==> config.mk <==
export PLATFORM = sky130hd
export DESIGN_NAME = dmem_arbiter
export DESIGN_NICKNAME = d
export VERILOG_FILES = /design/src/rtl/dmem_arbiter_pkg.sv /design/src/rtl/dmem_rd_tag_pipe.sv /design/src/rtl/dmem_arbiter.sv
export SDC_FILE = /design/constraint.sdc
export NUM_CORES = 1
export LEC_CHECK = 0
export BUFFER_PORTS_ARGS = -buffer_cell sky130_fd_sc_hd__buf_2
export CAP_MARGIN = 20
export CORE_AREA = 2 2 92 94
export DETAILED_ROUTE_END_ITERATION = 10
export DIE_AREA = 0 0 94 96
export PLACE_DENSITY = 0.71
export SLEW_MARGIN = 20
export SYNTH_ARGS = -nofsm -noshare
export SYNTH_HDL_FRONTEND = slang
export SYNTH_HIERARCHICAL = 1
export SYNTH_SLANG_ARGS = --single-unit
==> constraint.sdc <==
create_clock -name clk -period 3.05 [get_ports clk]
set_input_delay 0.1525 -clock clk [delete_from_list [all_inputs] [get_ports clk]]
set_output_delay 0.1525 -clock clk [all_outputs]
set_load 0.02 [all_outputs]
==> src/rtl/dmem_arbiter_pkg.sv <==
// dmem_arbiter_pkg
//   Shared definitions for the data-memory arbiter: FSM state encoding,
//   port identifiers and default parameter values used by dmem_arbiter and
//   dmem_rd_tag_pipe.
package dmem_arbiter_pkg;

  // Arbiter FSM states.
  typedef enum logic {
    NORMAL = 1'b0,
    LOCKED = 1'b1
  } arb_state_e;

  // Port identifiers carried through the read tag pipeline.
  localparam logic PORT0 = 1'b0;
  localparam logic PORT1 = 1'b1;

  // Default sizing.
  localparam int DEF_ADDR_W   = 12;
  localparam int DEF_DATA_W   = 32;
  localparam int DEF_RD_LAT   = 1;
  localparam int DEF_MAX_WAIT = 4;
  localparam int WAIT_W       = 4;

endpackage

==> src/rtl/dmem_rd_tag_pipe.sv <==
// dmem_rd_tag_pipe
//   RD_LAT-deep shift register of {valid, port} tags that follows each
//   granted read through the memory's read latency, so returning mem_q can be
//   steered to the port that issued the read.
// Ports:
//   clk, rst_n  : clock, asynchronous active-low clear
//   in_valid    : a read was granted this cycle
//   in_port     : port that owns that read
//   out_valid   : tag at the end of the pipe is a live read response
//   out_port    : owner of that response
module dmem_rd_tag_pipe
  import dmem_arbiter_pkg::*;
#(
  parameter int RD_LAT = DEF_RD_LAT
) (
  input  logic clk,
  input  logic rst_n,
  input  logic in_valid,
  input  logic in_port,
  output logic out_valid,
  output logic out_port
);

  logic [RD_LAT-1:0] valid_q;
  logic [RD_LAT-1:0] port_q;

  // NOTE: this pipe is control state (a handful of flops), so it takes the
  // async reset; clearing it is what discards in-flight reads on reset.
  always_ff @(posedge clk or negedge rst_n) begin
    if (!rst_n) begin
      valid_q <= '0;
      port_q  <= '0;
    end else begin
      valid_q[0] <= in_valid;
      port_q[0]  <= in_port;
      for (int i = 1; i < RD_LAT; i++) begin
        valid_q[i] <= valid_q[i-1];
        port_q[i]  <= port_q[i-1];
      end
    end
  end

  assign out_valid = valid_q[RD_LAT-1];
  assign out_port  = port_q[RD_LAT-1];

endmodule

==> src/rtl/dmem_arbiter.sv <==
// dmem_arbiter
//   Shares a single-port synchronous-read data memory between the CPU memory
//   stage (port 0, fixed priority) and a secondary master (port 1). A wait
//   counter forces a port-1 grant after MAX_WAIT refused cycles, and p1_lock
//   keeps port 1 granted for bursts. Read data is steered back through a tag
//   pipeline matched to the memory read latency.
// Ports:
//   clk, rst_n                        : clock, asynchronous active-low reset
//   pN_req/pN_wren/pN_addr/pN_wdata   : request, write enable, address, data
//   p1_lock                           : hold port 1 grant across a burst
//   pN_gnt                            : request accepted this cycle (comb.)
//   pN_rvalid/pN_rdata                : read response (rdata = mem_q)
//   mem_addr/mem_data/mem_wren/mem_q  : memory-side interface
module dmem_arbiter
  import dmem_arbiter_pkg::*;
#(
  parameter int ADDR_W   = DEF_ADDR_W,
  parameter int DATA_W   = DEF_DATA_W,
  parameter int RD_LAT   = DEF_RD_LAT,
  parameter int MAX_WAIT = DEF_MAX_WAIT
) (
  input  logic              clk,
  input  logic              rst_n,
  input  logic              p0_req,
  input  logic              p0_wren,
  input  logic [ADDR_W-1:0] p0_addr,
  input  logic [DATA_W-1:0] p0_wdata,
  input  logic              p1_req,
  input  logic              p1_wren,
  input  logic [ADDR_W-1:0] p1_addr,
  input  logic [DATA_W-1:0] p1_wdata,
  input  logic              p1_lock,
  output logic              p0_gnt,
  output logic              p1_gnt,
  output logic              p0_rvalid,
  output logic [DATA_W-1:0] p0_rdata,
  output logic              p1_rvalid,
  output logic [DATA_W-1:0] p1_rdata,
  output logic [ADDR_W-1:0] mem_addr,
  output logic [DATA_W-1:0] mem_data,
  output logic              mem_wren,
  input  logic [DATA_W-1:0] mem_q
);

  localparam logic [WAIT_W-1:0] WAIT_MAX = WAIT_W'(MAX_WAIT);

  arb_state_e        state, state_nxt;
  logic [WAIT_W-1:0] wait_cnt;
  logic              rd_issue;
  logic              rd_port;
  logic              tag_valid;
  logic              tag_port;

  // Grant decision and next state. Grants are forced off while reset is low
  // so nothing reaches the memory during reset.
  // NOTE: every output of this block gets a default first, so no path leaves
  // a signal unassigned and no latch is inferred.
  always_comb begin
    p0_gnt    = 1'b0;
    p1_gnt    = 1'b0;
    state_nxt = state;
    if (rst_n) begin
      unique case (state)
        NORMAL: begin
          p1_gnt = p1_req && (!p0_req || (wait_cnt == WAIT_MAX));
          p0_gnt = p0_req && !p1_gnt;
          if (p1_gnt && p1_lock) state_nxt = LOCKED;
        end
        LOCKED: begin
          p1_gnt = p1_req;
          p0_gnt = p0_req && !p1_req;
          if (!p1_lock) state_nxt = NORMAL;
        end
        default: state_nxt = NORMAL;
      endcase
    end
  end

  // NOTE: sequential state uses non-blocking assignments so every flop
  // samples pre-edge values regardless of block ordering.
  always_ff @(posedge clk or negedge rst_n) begin
    if (!rst_n) begin
      state    <= NORMAL;
      wait_cnt <= '0;
    end else begin
      state <= state_nxt;
      if (!p1_req || p1_gnt) begin
        wait_cnt <= '0;
      end else if (wait_cnt < WAIT_MAX) begin
        wait_cnt <= wait_cnt + 1'b1;
      end
    end
  end

  // Memory-side mux: the granted port drives the memory, idle drives zeros.
  always_comb begin
    mem_addr = '0;
    mem_data = '0;
    mem_wren = 1'b0;
    if (p1_gnt) begin
      mem_addr = p1_addr;
      mem_data = p1_wdata;
      mem_wren = p1_wren;
    end else if (p0_gnt) begin
      mem_addr = p0_addr;
      mem_data = p0_wdata;
      mem_wren = p0_wren;
    end
  end

  assign rd_issue = (p0_gnt && !p0_wren) || (p1_gnt && !p1_wren);
  assign rd_port  = p1_gnt ? PORT1 : PORT0;

  dmem_rd_tag_pipe #(
    .RD_LAT (RD_LAT)
  ) u_tag_pipe (
    .clk       (clk),
    .rst_n     (rst_n),
    .in_valid  (rd_issue),
    .in_port   (rd_port),
    .out_valid (tag_valid),
    .out_port  (tag_port)
  );

  assign p0_rvalid = tag_valid && (tag_port == PORT0);
  assign p1_rvalid = tag_valid && (tag_port == PORT1);
  assign p0_rdata  = mem_q;
  assign p1_rdata  = mem_q;

endmodule
# --- Word-level counts from Yosys, hierarchy flattened ---
# Index checks and enable logic that the tools add are counted.
totals:
  latchBits: 0
  mem_bits_rw: 0
  inputBits: 127
  mem_count: 0
  reg_bits: 7
  mem_bits_ro: 0
classes:
  mul: 0
  reduce_logical: 17
  bitwise_logic: 2
  div_mod_pow: 0
  n_eq_ne: 1
  muxes: 16
  order_cmp: 1
  addsub: 1
  shifts: 0
op_table:
  columns: ["op", "n"]
  rows:
  - ["$mux 32", 2]
  - ["$mux 12", 2]
  - ["$logic_and 1x1->1", 8]
  - ["$mux 4", 2]
  - ["$mux 1", 7]
  - ["$pmux 1 s2", 3]
  - ["$logic_not 1->1", 5]
  - ["$add 4x1->4 const B", 1]
  - ["$eq 4x3->1 const B", 1]
  - ["$lt 4x3->1 const B", 1]
  - ["$logic_or 1x1->1", 3]
  - ["$not 1->1", 2]
  - ["$reduce_bool 2->1", 1]

# --- Logic depth before layout (Yosys ltp) ---
logic_depth:
  depth_word: 9
  depth_mapped: 7
  ltp_nobuf: 5

# --- Hierarchy ---
# The synthesis kept the hierarchy.
by_module_without_submodules:
  columns: ["module", "seq_area_each_um2", "cells_each", "area_per_inst_um2", "instances"]
  rows:
  - ["dmem_arbiter", 125.1, 252, 1699.1, 1]
  - ["dmem_rd_tag_pipe", 50.0, 2, 50.0, 1]

# --- Least setup slack after synthesis ---
# No wires, ideal clock.
synth_timing:
  path_type: "reg2out"
  from: "register wait_cnt[0]"
  to: "output port mem_data[10]"
  path_slack_ps: 1215
  path_buffers: 2
  path_stages_with_launch: 8
  arrival_ps: 1682
  path_cell_list: "dfrtp_1 inv_1 ha_1 and3b_1 o21ai_2 buf_6 buf_8 mux2i_1"
synth_via:
  elab_chain_len: 9
  elab_cells_between_ends: 11
  classes_between: "1 x eq/ne; 6 x mux; 4 x reduce/logical"
synth_lines:
  columns: ["item", "line_no", "rtl"]
  rows:
  - ["start: declaration", "dmem_arbiter.sv:48", "logic [WAIT_W-1:0] wait_cnt;"]
  - ["start signal: assignment", "dmem_arbiter.sv:90", "wait_cnt <= wait_cnt + 1'b1;"]
  - ["$eq 4x3->1 (*)", "dmem_arbiter.sv:65", "p1_gnt = p1_req && (!p0_req || (wait_cnt == WAIT_MAX));"]
  - ["$logic_or 1x1->1 (*)", "dmem_arbiter.sv:65", null]
  - ["$logic_and 1x1->1 (*)", "dmem_arbiter.sv:65", null]
  - ["$logic_not 1->1", "dmem_arbiter.sv:66", "p0_gnt = p0_req && !p1_gnt;"]
  - ["$logic_and 1x1->1", "dmem_arbiter.sv:66", null]
  - ["$pmux 1 s2", "dmem_arbiter.sv:63", "unique case (state)"]
  - ["$mux 1", "dmem_arbiter.sv:62", "if (rst_n) begin"]
  - ["$mux 32", "dmem_arbiter.sv:104", "end else if (p0_gnt) begin"]
  - ["$mux 32 (*)", "dmem_arbiter.sv:100", "if (p1_gnt) begin"]
  - ["end: declaration", "dmem_arbiter.sv:40", "output logic [DATA_W-1:0] mem_data,"]
# Every way passes the cells marked *; elsewhere a longest branch is shown, timed or not.

# --- Worst setup path in the final report ---
layout_timing:
  from: "register wait_cnt[0]"
  to: "output port mem_addr[10]"
layout_via:
  elab_chain_len: 9
  elab_cells_between_ends: 11
  classes_between: "1 x eq/ne; 6 x mux; 4 x reduce/logical"
layout_lines:
  columns: ["item", "line_no", "rtl"]
  rows:
  - ["$eq 4x3->1 (*)", "dmem_arbiter.sv:65", null]
  - ["$logic_or 1x1->1 (*)", "dmem_arbiter.sv:65", null]
  - ["$logic_and 1x1->1 (*)", "dmem_arbiter.sv:65", null]
  - ["$logic_not 1->1", "dmem_arbiter.sv:66", null]
  - ["$logic_and 1x1->1", "dmem_arbiter.sv:66", null]
  - ["$pmux 1 s2", "dmem_arbiter.sv:63", null]
  - ["$mux 1", "dmem_arbiter.sv:62", null]
  - ["$mux 12", "dmem_arbiter.sv:104", null]
  - ["$mux 12 (*)", "dmem_arbiter.sv:100", null]
  - ["end: declaration", "dmem_arbiter.sv:39", "output logic [ADDR_W-1:0] mem_addr,"]
# Marked as above.

==> parameters.txt <==
Parameter                              Value

Floorplan
  Die area ... 9020 µm²
  Die extent in x ... 94 µm
  Placeable core region ... 8050 µm²
  Top-level port count ... 240
  Die height ... 96 µm
  Number of cell rows ... 33
  Effective utilization at floorplan ... 0.217

Global route
  First-pass GRT wire length ... 6.47 mm
  Overflow left after global routing ... 0
  Initial antenna violation count ... 0
  Pin count of the biggest net entering global routing ... 58
  Total Routing Usage GR ... 0.0877
  Via count of the first global-routing pass ... 1513

Setup path
  Path length in cells of the critical path ... 7
  Slowest stage cell, crit path ... buf_4
  Kind of cell with the highest combined delay on the critical path ... buffers and inverters
  Startpoint of the most critical setup path ... wait_cnt[0]$_DFFE_PN0P_
  Max incr delay on CP ... 0.42 ns
  Biggest fanout along the worst timing path ... 29
  Start of the worst register-to-register path ... wait_cnt[0]$_DFFE_PN0P_
  Chain of cells forming the critical path ... inv_1, ha_1, and3b_1, o21ai_4, buf_4, mux2i_1, buf_2
  Startpoint type of the worst setup path ... register
  Slack of the worst reg-to-reg path ... 1.48 ns
  Worst Setup End Kind ... output pin
  Cell depth of the worst flop-to-flop path ... 6
  Data arrival time of the critical path ... 2.11 ns
  Worst Path Buf+Inv ... 3
  Data required time at the worst endpoint ... 2.90 ns
  Reg-to-reg endpoint ... u_tag_pipe/out_valid$_DFF_PN0_
  Path type of the worst setup path ... register to output pin

Yosys
  Yosys warning total ... 6
  Synth area leaders ... buf_4 28%, mux2i_1 26%, nand2_1 20%, dfrtp_1 10%, buf_8 2.6%
  Synthesized netlist net count ... 383
  Count of state elements after synthesis ... 7
  Post-synthesis instance total ... 254
  Area share of the leading cell type in the synthesized netlist ... 0.279
  Register area share after synthesis ... 0.100
  Post-synth cell types ... 22
  Post-synthesis instance area ... 1750 µm²
  Post-synthesis area per instance ... 6.89 µm²
  Leading area contributor after synthesis ... buf_4

STA
  Minimum hold slack ... 0.0171 ns
  Post-layout worst setup margin ... 0.784 ns
  Final worst-path cycle share ... 0.743
  Summed negative setup slack over all endpoints ... 0 ns
  Worst slew margin relative to its limit ... 0.422
  Setup violation total in the final timing report ... 0
  Worst clock skew ... 0.00162 ns
  RSZ-0062 raised after global routing ... false
  Slew of the pin with the lowest slew margin ... 0.866 ns
  Hold violation count in the final report ... 0
  Achievable frequency ... 441 MHz
  Tmin final ... 2.27 ns
  Final number of max-transition violations ... 0

Detailed routing
  Detailed-route via count ... 1762
  Post-Route WL ... 4.62 mm
  Post-DR wirelength/cell ... 10.8 µm
  Average via count per standard cell ... 4.10
  Iteration count of the initial detailed-routing pass ... 4
  Number of DRC violations after detailed routing ... 0
  Antenna viol nets, final ... 0
  Violation count after the first detailed-routing iteration ... 27

CTS
  Number of sinks on the clock net ... 7
  Number of hold buffers added after CTS ... 0
  Clock Tree Root ... clkbuf_8
  Number of gates given a new drive strength after cts ... 0
  Clock slew seen by the registers of the worst setup and hold paths ... 0.04 ns
  Buffers inserted by post-CTS timing repair ... 0
  Total CTS buffers ... 3
  Worst-Skew Late Latency ... 0.23 ns
  TritonCTS clock tree ... yes
  Number of buffers between clock root and the deepest sink ... 2
  H-tree lvl count ... 1

Job
  Maxcap violations ... 0

Pwr
  Power per cell area ... 258 nW/µm²
  Max IR drop VDD ... 112 µV
  Post-layout power ... 0.537 mW
  Leak ... 1.34 nW

Layout
  Most frequent cells in the layout ... 143 x buf_2, 92 x nand2_1, 46 x mux2i_1
  Layout overhead on the synthesized area ... 19.1%
  Final core utilization ... 0.259
  Antenna Cells ... 0
  Share of final-layout standard cells stronger than drive strength 1 ... 0.465
  Count of placed standard cells in the final layout, fillers left out ... 430
  Most common cell after layout, fill and taps aside ... buf_2
  Net count of the finished layout ... 455
  Final instance area ... 2080 µm²

Placement
  Number of I/O port buffers ... 143
  Dpl cells ... 426
  Final HPWL from detailed placement ... 3.70 mm
  Total placed instance area ... 2040 µm²
  Worst slack at placement ... 1.01 ns
  Routability Congestion ... 0.717

Status
  Outcome ... finished clean

Min path
  Worst hold path class ... primary input to asynchronous set/reset pin
registers in the layout, indices dropped and copies added (netlist names):
signal                count
wait_cnt                  4
state                     1
u_tag_pipe/out_port       1
u_tag_pipe/out_valid      1
area by class of cell:
cell class,count,area [µm²]
Clock buffer,4,45.0
Tap cell,105,131
Timing Repair Buffer,146,738
Inverter,4,15.0
Fill cell,896,5970
Sequential cell,7,175
Multi-Input combinational cell,164,978
where the power goes:
part           switching [mW]  internal (mW)
clock network          0.0403         0.0904
logic                   0.170          0.131
registers             0.00522          0.101
total                   0.215          0.322
per-layer routing:
| layer | up-vias | GRT usage | routed length (µm) |
|---|---|---|---|
| met5 | - | 0 | 0 |
| met4 | 0 | 0.0447 | 143 |
| met3 | 28 | 0.0164 | 428 |
| met2 | 90 | 0.163 | 2290 |
| met1 | 765 | 0.0951 | 1760 |
| li1 | 879 | - | - |
logic make-up (layout without fill, tap and decap cells):
kind of cell / count (synthesis) / count (layout) / synth area share
AO/OA/AOI/OAI: 6 / 6 / 0.0215
flip-flops: 7 / 7 / 0.100
multiplexers: 46 / 46 / 0.263
buffers and inverters: 83 / 154 / 0.345
adder cells (fa/ha/maj): 2 / 2 / 0.0143
AND/OR/NAND/NOR: 109 / 109 / 0.250
XOR/XNOR: 1 / 1 / 0.00501
Yosys cell counts:
library cell and n:
buf_4 65, o31a_1 1, dfrtp_1 7, clkbuf_1 3, xnor2_1 1, buf_6 1, a21oi_1 3, and3b_1 1
mux2i_1 46, buf_8 3, nor3_1 1, inv_1 4, nor2_1 6, nand2b_1 4, buf_2 6, and2_1 3
nor2b_1 2, buf_1 1, o21ai_2 1, o21ai_0 1, ha_1 2, nand2_1 92
worst max path at each step:
stage / endpoint / slack, ns
finish: mem_addr[10] / 0.78
detailed placement: mem_data[5] / 1.01
global route: mem_addr[10] / 0.66
global placement: mem_data[5] / 1.05
CTS: mem_data[5] / 0.76
floorplan: mem_data[10] / 1.22
Note: power is estimated with default switching activity, not from simulation.
